**config.mk**
```make
export PLATFORM = sky130hd
export DESIGN_NAME = bus_transfer_sequencer
export DESIGN_NICKNAME = d
export VERILOG_FILES = /design/src/rtl/bus_seq_pkg.sv /design/src/rtl/reg_sel_decode.sv /design/src/rtl/bus_transfer_sequencer.sv
export SDC_FILE = /design/constraint.sdc
export NUM_CORES = 1
export LEC_CHECK = 0
export BUFFER_PORTS_ARGS = -buffer_cell sky130_fd_sc_hd__buf_2
export CAP_MARGIN = 30
export CORE_MARGIN = 3
export CORE_UTILIZATION = 35
export CTS_BUF_LIST = sky130_fd_sc_hd__clkbuf_8 sky130_fd_sc_hd__clkbuf_16
export DETAILED_ROUTE_END_ITERATION = 7
export GPL_TIMING_DRIVEN = 1
export HOLD_SLACK_MARGIN = 0.1
export PLACE_DENSITY = 0.57
export SLEW_MARGIN = 20
export SYNTH_ARGS = -nofsm -noshare
export SYNTH_HDL_FRONTEND = slang
export SYNTH_SLANG_ARGS = --single-unit
```
**constraint.sdc**
```tcl
create_clock -name clk -period 2.6 [get_ports clk]
set_clock_uncertainty 0.2 [all_clocks]
set_input_delay 0.26 -clock clk [delete_from_list [all_inputs] [get_ports clk]]
set_output_delay 0.26 -clock clk [all_outputs]
set_load 0.05 [all_outputs]
```
**src/rtl/bus_seq_pkg.sv**
```systemverilog
// Shared opcodes, sequencer state encoding and step counts for bus_transfer_sequencer.
package bus_seq_pkg;

  localparam logic [1:0] OP_NOP  = 2'b00;
  localparam logic [1:0] OP_MOVE = 2'b01;
  localparam logic [1:0] OP_SWAP = 2'b10;
  localparam logic [1:0] OP_LOAD = 2'b11;

  // The state value doubles as the 1-based step number of the running instruction.
  typedef enum logic [1:0] {
    S_IDLE  = 2'd0,
    S_STEP1 = 2'd1,
    S_STEP2 = 2'd2,
    S_STEP3 = 2'd3
  } state_e;

  // Resolved instruction kind, fixed at acceptance (degenerate moves/swaps fold to K_NOP).
  typedef enum logic [2:0] {
    K_NOP,
    K_MOVE,
    K_SWAP,
    K_LOAD,
    K_ILL
  } kind_e;

  localparam int SINGLE_STEPS = 1;
  localparam int SWAP_STEPS   = 3;

  function automatic state_e last_step(kind_e k);
    return (k == K_SWAP) ? state_e'(2'(SWAP_STEPS)) : state_e'(2'(SINGLE_STEPS));
  endfunction

endpackage

```
**src/rtl/reg_sel_decode.sv**
```systemverilog
// Register index plus enable to a one-hot-or-zero strobe vector.
module reg_sel_decode #(
  parameter int NUM_REGS = 2,
  parameter int ADDR_W   = 2
) (
  input  logic                en,
  input  logic [ADDR_W-1:0]   idx,
  output logic [NUM_REGS-1:0] sel
);

  always_comb begin
    sel = '0;
    for (int i = 0; i < NUM_REGS; i++) begin
      if (en && int'(idx) == i) sel[i] = 1'b1;
    end
  end

endmodule

```
**src/rtl/bus_transfer_sequencer.sv**
```systemverilog
// Sequences register in/out strobes onto a shared tristate bus for MOVE, SWAP and LOAD
// transfers, guaranteeing a single bus driver per cycle.
module bus_transfer_sequencer
  import bus_seq_pkg::*;
#(
  parameter int NUM_REGS = 2,
  parameter int ADDR_W   = 2,
  parameter int DATA_W   = 4
) (
  input  logic                clk,
  input  logic                rst,
  input  logic                instr_valid,
  output logic                instr_ready,
  input  logic [1:0]          instr_op,
  input  logic [ADDR_W-1:0]   instr_src,
  input  logic [ADDR_W-1:0]   instr_dst,
  input  logic [DATA_W-1:0]   instr_imm,
  output logic [NUM_REGS-1:0] reg_out,
  output logic [NUM_REGS-1:0] reg_in,
  output logic                tmp_out,
  output logic                tmp_in,
  output logic                imm_out,
  output logic [DATA_W-1:0]   imm_data,
  output logic                busy,
  output logic                done,
  output logic                err
);

  state_e              state_q, state_d;
  kind_e               kind_q, kind_d, new_kind;
  logic [ADDR_W-1:0]   src_q, src_d, dst_q, dst_d;
  logic [DATA_W-1:0]   imm_q, imm_d;
  logic                armed_q;
  logic                accept, src_ok, dst_ok;
  logic                out_en, in_en;
  logic [ADDR_W-1:0]   out_idx, in_idx;

  // armed_q keeps instr_ready low until the first clock edge after reset release.
  assign instr_ready = (state_q == S_IDLE) && armed_q;
  assign accept      = instr_valid && instr_ready;
  assign src_ok      = int'(instr_src) < NUM_REGS;
  assign dst_ok      = int'(instr_dst) < NUM_REGS;

  always_comb begin
    new_kind = K_NOP;
    case (instr_op)
      OP_MOVE, OP_SWAP: begin
        if (!(src_ok && dst_ok))        new_kind = K_ILL;
        else if (instr_src == instr_dst) new_kind = K_NOP;
        else                            new_kind = (instr_op == OP_MOVE) ? K_MOVE : K_SWAP;
      end
      OP_LOAD: new_kind = dst_ok ? K_LOAD : K_ILL;
      default: new_kind = K_NOP;
    endcase
  end

  // NOTE: every always_comb output gets a default first, so no path can infer a latch.
  always_comb begin
    state_d = state_q;
    kind_d  = kind_q;
    src_d   = src_q;
    dst_d   = dst_q;
    imm_d   = imm_q;
    if (state_q == S_IDLE) begin
      if (accept) begin
        state_d = S_STEP1;
        kind_d  = new_kind;
        src_d   = instr_src;
        dst_d   = instr_dst;
        imm_d   = instr_imm;
      end
    end else if (state_q == last_step(kind_q)) begin
      state_d = S_IDLE;
    end else begin
      state_d = state_e'(state_q + 2'd1);
    end
  end

  // NOTE: sequential state uses non-blocking assignments so all flops sample together.
  always_ff @(posedge clk or negedge rst) begin
    if (!rst) begin
      state_q <= S_IDLE;
      kind_q  <= K_NOP;
      src_q   <= '0;
      dst_q   <= '0;
      imm_q   <= '0;
      armed_q <= 1'b0;
    end else begin
      state_q <= state_d;
      kind_q  <= kind_d;
      src_q   <= src_d;
      dst_q   <= dst_d;
      imm_q   <= imm_d;
      armed_q <= 1'b1;
    end
  end

  always_comb begin
    out_en  = 1'b0;
    in_en   = 1'b0;
    out_idx = src_q;
    in_idx  = dst_q;
    tmp_out = 1'b0;
    tmp_in  = 1'b0;
    imm_out = 1'b0;
    case (state_q)
      S_STEP1: begin
        case (kind_q)
          K_MOVE: begin out_en = 1'b1; in_en = 1'b1; end
          K_LOAD: begin imm_out = 1'b1; in_en = 1'b1; end
          K_SWAP: begin out_en = 1'b1; tmp_in = 1'b1; end
          default: ;
        endcase
      end
      S_STEP2: begin
        out_en  = 1'b1;
        out_idx = dst_q;
        in_en   = 1'b1;
        in_idx  = src_q;
      end
      S_STEP3: begin
        tmp_out = 1'b1;
        in_en   = 1'b1;
      end
      default: ;
    endcase
  end

  assign busy     = (state_q != S_IDLE);
  assign done     = busy && (state_q == last_step(kind_q));
  assign err      = done && (kind_q == K_ILL);
  assign imm_data = imm_out ? imm_q : '0;

  reg_sel_decode #(.NUM_REGS(NUM_REGS), .ADDR_W(ADDR_W)) u_out_dec (
    .en (out_en),
    .idx(out_idx),
    .sel(reg_out)
  );

  reg_sel_decode #(.NUM_REGS(NUM_REGS), .ADDR_W(ADDR_W)) u_in_dec (
    .en (in_en),
    .idx(in_idx),
    .sel(reg_in)
  );

endmodule

```
* Word level (Yosys, flattened, before mapping) *
Index checks and enable logic that the tools add are counted.

cells by class
  add/sub/neg operators = 1
  $lt $le $gt $ge = 2
  eq/ne operators = 15
  multiplexer cells = 25
  reduce and logical (&&, ||, !) cells = 18

operators by type and width
  kind                                                  number
  2-to-1 mux 2 bit                                      8
  equality test 2 bit (second input constant)           6
  2-to-1 mux 1 bit                                      11
  logical AND 1 bit                                     9
  OR reduction 2 bit                                    4
  equality test 3 x 2 -> 1 bit (second input constant)  2
  logical NOT 2 bit                                     3
  2-to-1 mux 3 bit                                      2
  case mux 3 bit (2 select lines)                       1
  equality test 2 x 1 -> 1 bit (second input constant)  2
  equality test 2 bit                                   2
  < comparator 2 bit (second input constant)            2
  2-to-1 mux 4 bit                                      1
  case mux 1 bit (2 select lines)                       2
  equality test 3 x 1 -> 1 bit (second input constant)  1
  equality test 3 bit (second input constant)           1
  adder 2 x 1 -> 2 bit (second input constant)          1
  inequality test 2 bit (second input constant)         1
  AND reduction 2 bit                                   1
  nonzero test 2 bit                                    1

word-level totals
  register bits = 14
  output and inout bits = 15
  logic and storage cells = 67

* Logic depth before layout (Yosys ltp) *
  depth after elaboration = 6
  depth in mapped cells = 7
  mapped depth without buffers = 5

* Modules after synthesis *
From an unflattened synthesis, not the netlist that was laid out.

unflattened totals
  cell total of the unflattened synthesis = 105
  area total of the unflattened synthesis = 950.9 um^2

by module, submodules not included
  module                  instances  cells each  area each (um^2)  sequential area each (um^2)
  bus_transfer_sequencer  1          101         908.4             350.3
  reg_sel_decode          2          2           21.3              0.0

* Least setup slack after synthesis *
No wires, ideal clock.

  path type = reg2out
  from = register state_q[0]
  to = output port err
  data arrival time = 2716 ps
  setup slack = -576 ps
  cell stages (with the launch flop) = 6
  path buffers = 0
  path through = dfrtp_1 -> inv_1 -> ha_1 -> inv_1 -> nand2_1 -> nor4_1

on the way
  word-level cells in the longest chain between the ends = 3
  elaborated cells on any way between the ends = 4
  those cells by class = 1 x eq/ne; 3 x reduce/logical

RTL lines
  item                      RTL line                       source
  start: declaration        bus_transfer_sequencer.sv:29   state_e state_q, state_d;
  start signal: assignment  bus_transfer_sequencer.sv:89   state_q <= state_d;
  nonzero test 2 bit        bus_transfer_sequencer.sv:129  assign busy = (state_q != S_IDLE);
  net busy                  bus_transfer_sequencer.sv:24   output logic busy,
  logical AND 1 bit         bus_transfer_sequencer.sv:130  assign done = busy && (state_q == last_step(kind_q));
  logical AND 1 bit         bus_transfer_sequencer.sv:131  assign err = done && (kind_q == K_ILL);
  end: declaration          bus_transfer_sequencer.sv:26   output logic err

The timed path passes the listed nets, and every way through them passes these cells.

* Final worst setup path *
  from = register state_q[1]
  to = output port imm_data[3]

on the way
  word-level cells in the longest chain between the ends = 3

RTL lines
  item                          RTL line                       source
  equality test 2 x 1 -> 1 bit  bus_transfer_sequencer.sv:106  case (state_q)
  2-to-1 mux 1 bit              bus_transfer_sequencer.sv:106
  2-to-1 mux 4 bit              bus_transfer_sequencer.sv:132  assign imm_data = imm_out ? imm_q : '0;
  end: declaration              bus_transfer_sequencer.sv:23   output logic [DATA_W-1:0] imm_data,

No other way between the ends.

==> results by group <==
Pwr
  • Power Internal: between 0.7 and 0.8 mW
  • Peak VDD IR: around 670 µV
  • Psw: 0.726 mW
  • Pwr dens: roughly 1100 nW/µm²
  • Gate power share: between 50% and 60%
  • Clk pwr share: between 10 and 15%
  • Flop pwr share: between 20% and 30%
  • Sw frac: between 50% and 60%
  • P_leak: 0.657 nW

Synth
  • Post-Syn Instances: 113
  • Sequential fraction of the synthesis area: between 30% and 40%
  • Synth cell types: 30
  • Main synth FF type: dfrtp_1
  • Post-Syn Nets: approximately 140
  • Yosys reg bits: 14
  • Post-synth ARST share: 100%
  • Synthesis Warnings: 0
  • Syn Area/Cell: 8.57 µm²
  • Synth Cell Area: 968 µm²
  • Post-synth EDFFs: 0

Die
  • Initial core utilization: about two fifths
  • Die Y: around 59 µm
  • Rows: 18
  • Core area: around 2500 µm²
  • Die Width: just under 60 µm
  • Total Die Area: 3430 µm²
  • # IOs: 28

Timing
  • Achievable Freq: 425 MHz
  • TNS Setup: 0 ns
  • RSZ-0062 raised after global routing: no
  • Period utilization: 90.5%
  • Worst-Margin Slew: 0.501 ns
  • Slew HR: 66.5%
  • Max-slew violation count: 0
  • Tmin final: 2.35 ns
  • # setup viols final: 0
  • Final hold vios: 0

Layout
  • Diode count: 0
  • Multi-input gate area: about 570 µm²
  • Util after Layout: between 40% and 50%
  • Fin nets: around 170
  • FILL cells: ~250
  • Design Area, Final: ~1300 µm²
  • Layout cells sized above 1: about 27%
  • Register area: 350 µm²
  • Area growth syn-to-layout: 31.1%

Detailed routing
  • Iteration-0 DRC Markers: 31
  • WL/cell: between 10 and 15 µm
  • Post-DRT Antenna Nets: 0
  • Drt first pass iters: 4
  • DRC viols: 0
  • Vias per inst: 5.01
  • Via count: between 800 and 900
  • Final WL: around 2.3 mm

Clock tree
  • H-Tree Depth: 1
  • Worst skew pair latency: roughly 0.25 ns
  • Worst-case clock buffer depth: 2
  • CTS sink cnt: 14
  • Root Driver: clkbuf_8
  • TritonCTS clock tree: yes
  • CTS buffer count: 3
  • Clock input transition at the sequential cells of the worst setup and hold paths: ~0.060 ns

Placement
  • # port buffers: 27
  • Placement Cell Area: around 1100 µm²
  • Routability cong.: between 0.7 and 0.8
  • Dpl hpwl: about 1.7 mm

Critical path
  • WS Path Type: flip-flop to output pin
  • Reg-to-reg startpoint: state_q[1]
  • Critical path data arrival time: approximately 1.9 ns
  • Reg-to-Reg End: kind_q[0]
  • CP Data Required Time: 2.14 ns
  • Crit path launch type: flip-flop
  • Crit. End Element: output pin
  • Crit-path max FO: 6
  • Reg2reg path depth: 5
  • Reg2Reg Setup Slack: between 0.4 and 0.5 ns

Run
  • Total of max-cap violations: 0

GRT
  • Initial antenna violation count: 0
  • Largest net degree at the start of global routing: 15
  • Gr ovfl total: 0
  • First-pass GRT wire length: ~3.8 mm
  • Vias in the first global route: 816
  • GR Util All Layers: around 15%

Min path
  • Hold crit path type: primary input to async pin

Run status
  • Status: finished clean
[synth_stat cells, drive strengths merged, types with 2 or more instances]
cell / number / share of area (%)
ha: 9 / 12
o21ai: 2 / 1.8
nand2: 22 / 8.5
nor2b: 3 / 1.9
and3: 2 / 1.3
nand2b: 2 / 1.3
buf: 4 / 3.0
nor3b: 5 / 4.4
xor2: 2 / 1.8
a221oi: 2 / 3.1
o2111ai: 2 / 1.8
dfrtp: 14 / 36
nor3: 2 / 1.0
a31oi: 3 / 1.9
nor2: 7 / 2.7
and2: 6 / 3.9
inv: 11 / 4.3
a21oi: 6 / 3.1
[state kept, by name, indices dropped and copies added (netlist names)]
signal,flops
armed_q,1
dst_q,2
imm_q,4
kind_q,3
src_q,2
state_q,2
[critical path, cell delays in order (launching register included)]
cell and delay, ns:
dfrtp_1 0.42, inv_1 0.18, ha_1 0.22, nor2b_1 0.17, and3_1 0.25, and2_1 0.14
buf_2 0.26
[metal layers]
layer	track usage [%]	vias to the layer above	share of wire, %
li1	-	449	-
met1	19.4	422	46
met2	24.1	23	49
met3	4.39	2	4.9
met4	3.88	0	0.48
met5	0	-	0
[how the worst max path moves through the flow]
| stage | start | endpoint | slack [ns] | depth (start not counted) |
|---|---|---|---|---|
| 2_1_floorplan | state_q[1] | err | -0.04 | 5 |
| 3_3_place_gp | state_q[0] | reg_in[1] | 0.52 | 6 |
| 3_5_place_dp | state_q[0] | reg_in[0] | 0.46 | 6 |
| 4_1_cts | state_q[0] | reg_in[0] | 0.19 | 6 |
| 5_1_grt | state_q[0] | reg_in[0] | 0.11 | 6 |
| 6_report | state_q[1] | imm_data[3] | 0.25 | 6 |
[metrics by stage]
stage / hold WS (ns) / std cells / worst slack (ns) / power, mW
6_report: 0.239 / 179 / 0.248 / 1.45
3_3_place_gp: -0.0204 / 167 / 0.524 / 1.24
3_5_place_dp: -0.0174 / 167 / 0.465 / 1.25
4_1_cts: 0.260 / 179 / 0.191 / 1.45
5_1_grt: 0.273 / 179 / 0.107 / 1.57
2_1_floorplan: -0.236 / 113 / -0.0389 / 1.08
[cells by family (layout without fill, tap and decap cells)]
kind of cell             after synthesis  after routing  synth area share [%]
AO/OA/AOI/OAI                         19             19                  14.9
flip-flops                            14             14                  36.2
adder cells (fa/ha/maj)                9              9                  11.6
XOR/XNOR                               3              3                  2.71
buffers and inverters                 15             51                  7.24
AND/OR/NAND/NOR                       52             52                  27.0
other                                  1              1                 0.387
[power by group through the flow]
stage          Combinational [mW]  Clock (mW)  Sequential [mW]
5_1_grt                     0.921       0.201            0.449
4_1_cts                     0.838       0.189            0.426
2_1_floorplan               0.679           0            0.402
3_3_place_gp                0.809           0            0.426
3_5_place_dp                0.825           0            0.430
6_report                    0.835       0.184            0.429
[cell type report]
type	count	area share, %
inverters	11	3.25
multi-input cells	84	44.6
repair buffers	37	18.3
clock buffers	3	3.25
well taps	30	2.96
flip-flops and latches	14	27.6
[repair_timing]
action,in CTS,in global routing
endpoints found under the setup margin,0,1
hold buffers,9,0
gates resized for setup,0,1
setup buffers,0,0
hold endpoints to repair,22,0
[layout by cell type (no fill, tap or decap), types with 2 or more instances in the layout]
cell type and instances:
a21oi_1 6, a221oi_2 2, a31oi_1 3, and2_1 6
and3_1 2, buf_2 27, clkbuf_8 3, dfrtp_1 14
dlygate4sd3_1 9, ha_1 8, inv_1 11, nand2_1 22
nand2b_1 2, nor2_1 7, nor2b_1 3, nor3_1 2
nor3b_1 2, nor3b_2 3, o2111ai_1 2, o21ai_2 2
xor2_1 2
(Power assumes the default switching activity.)
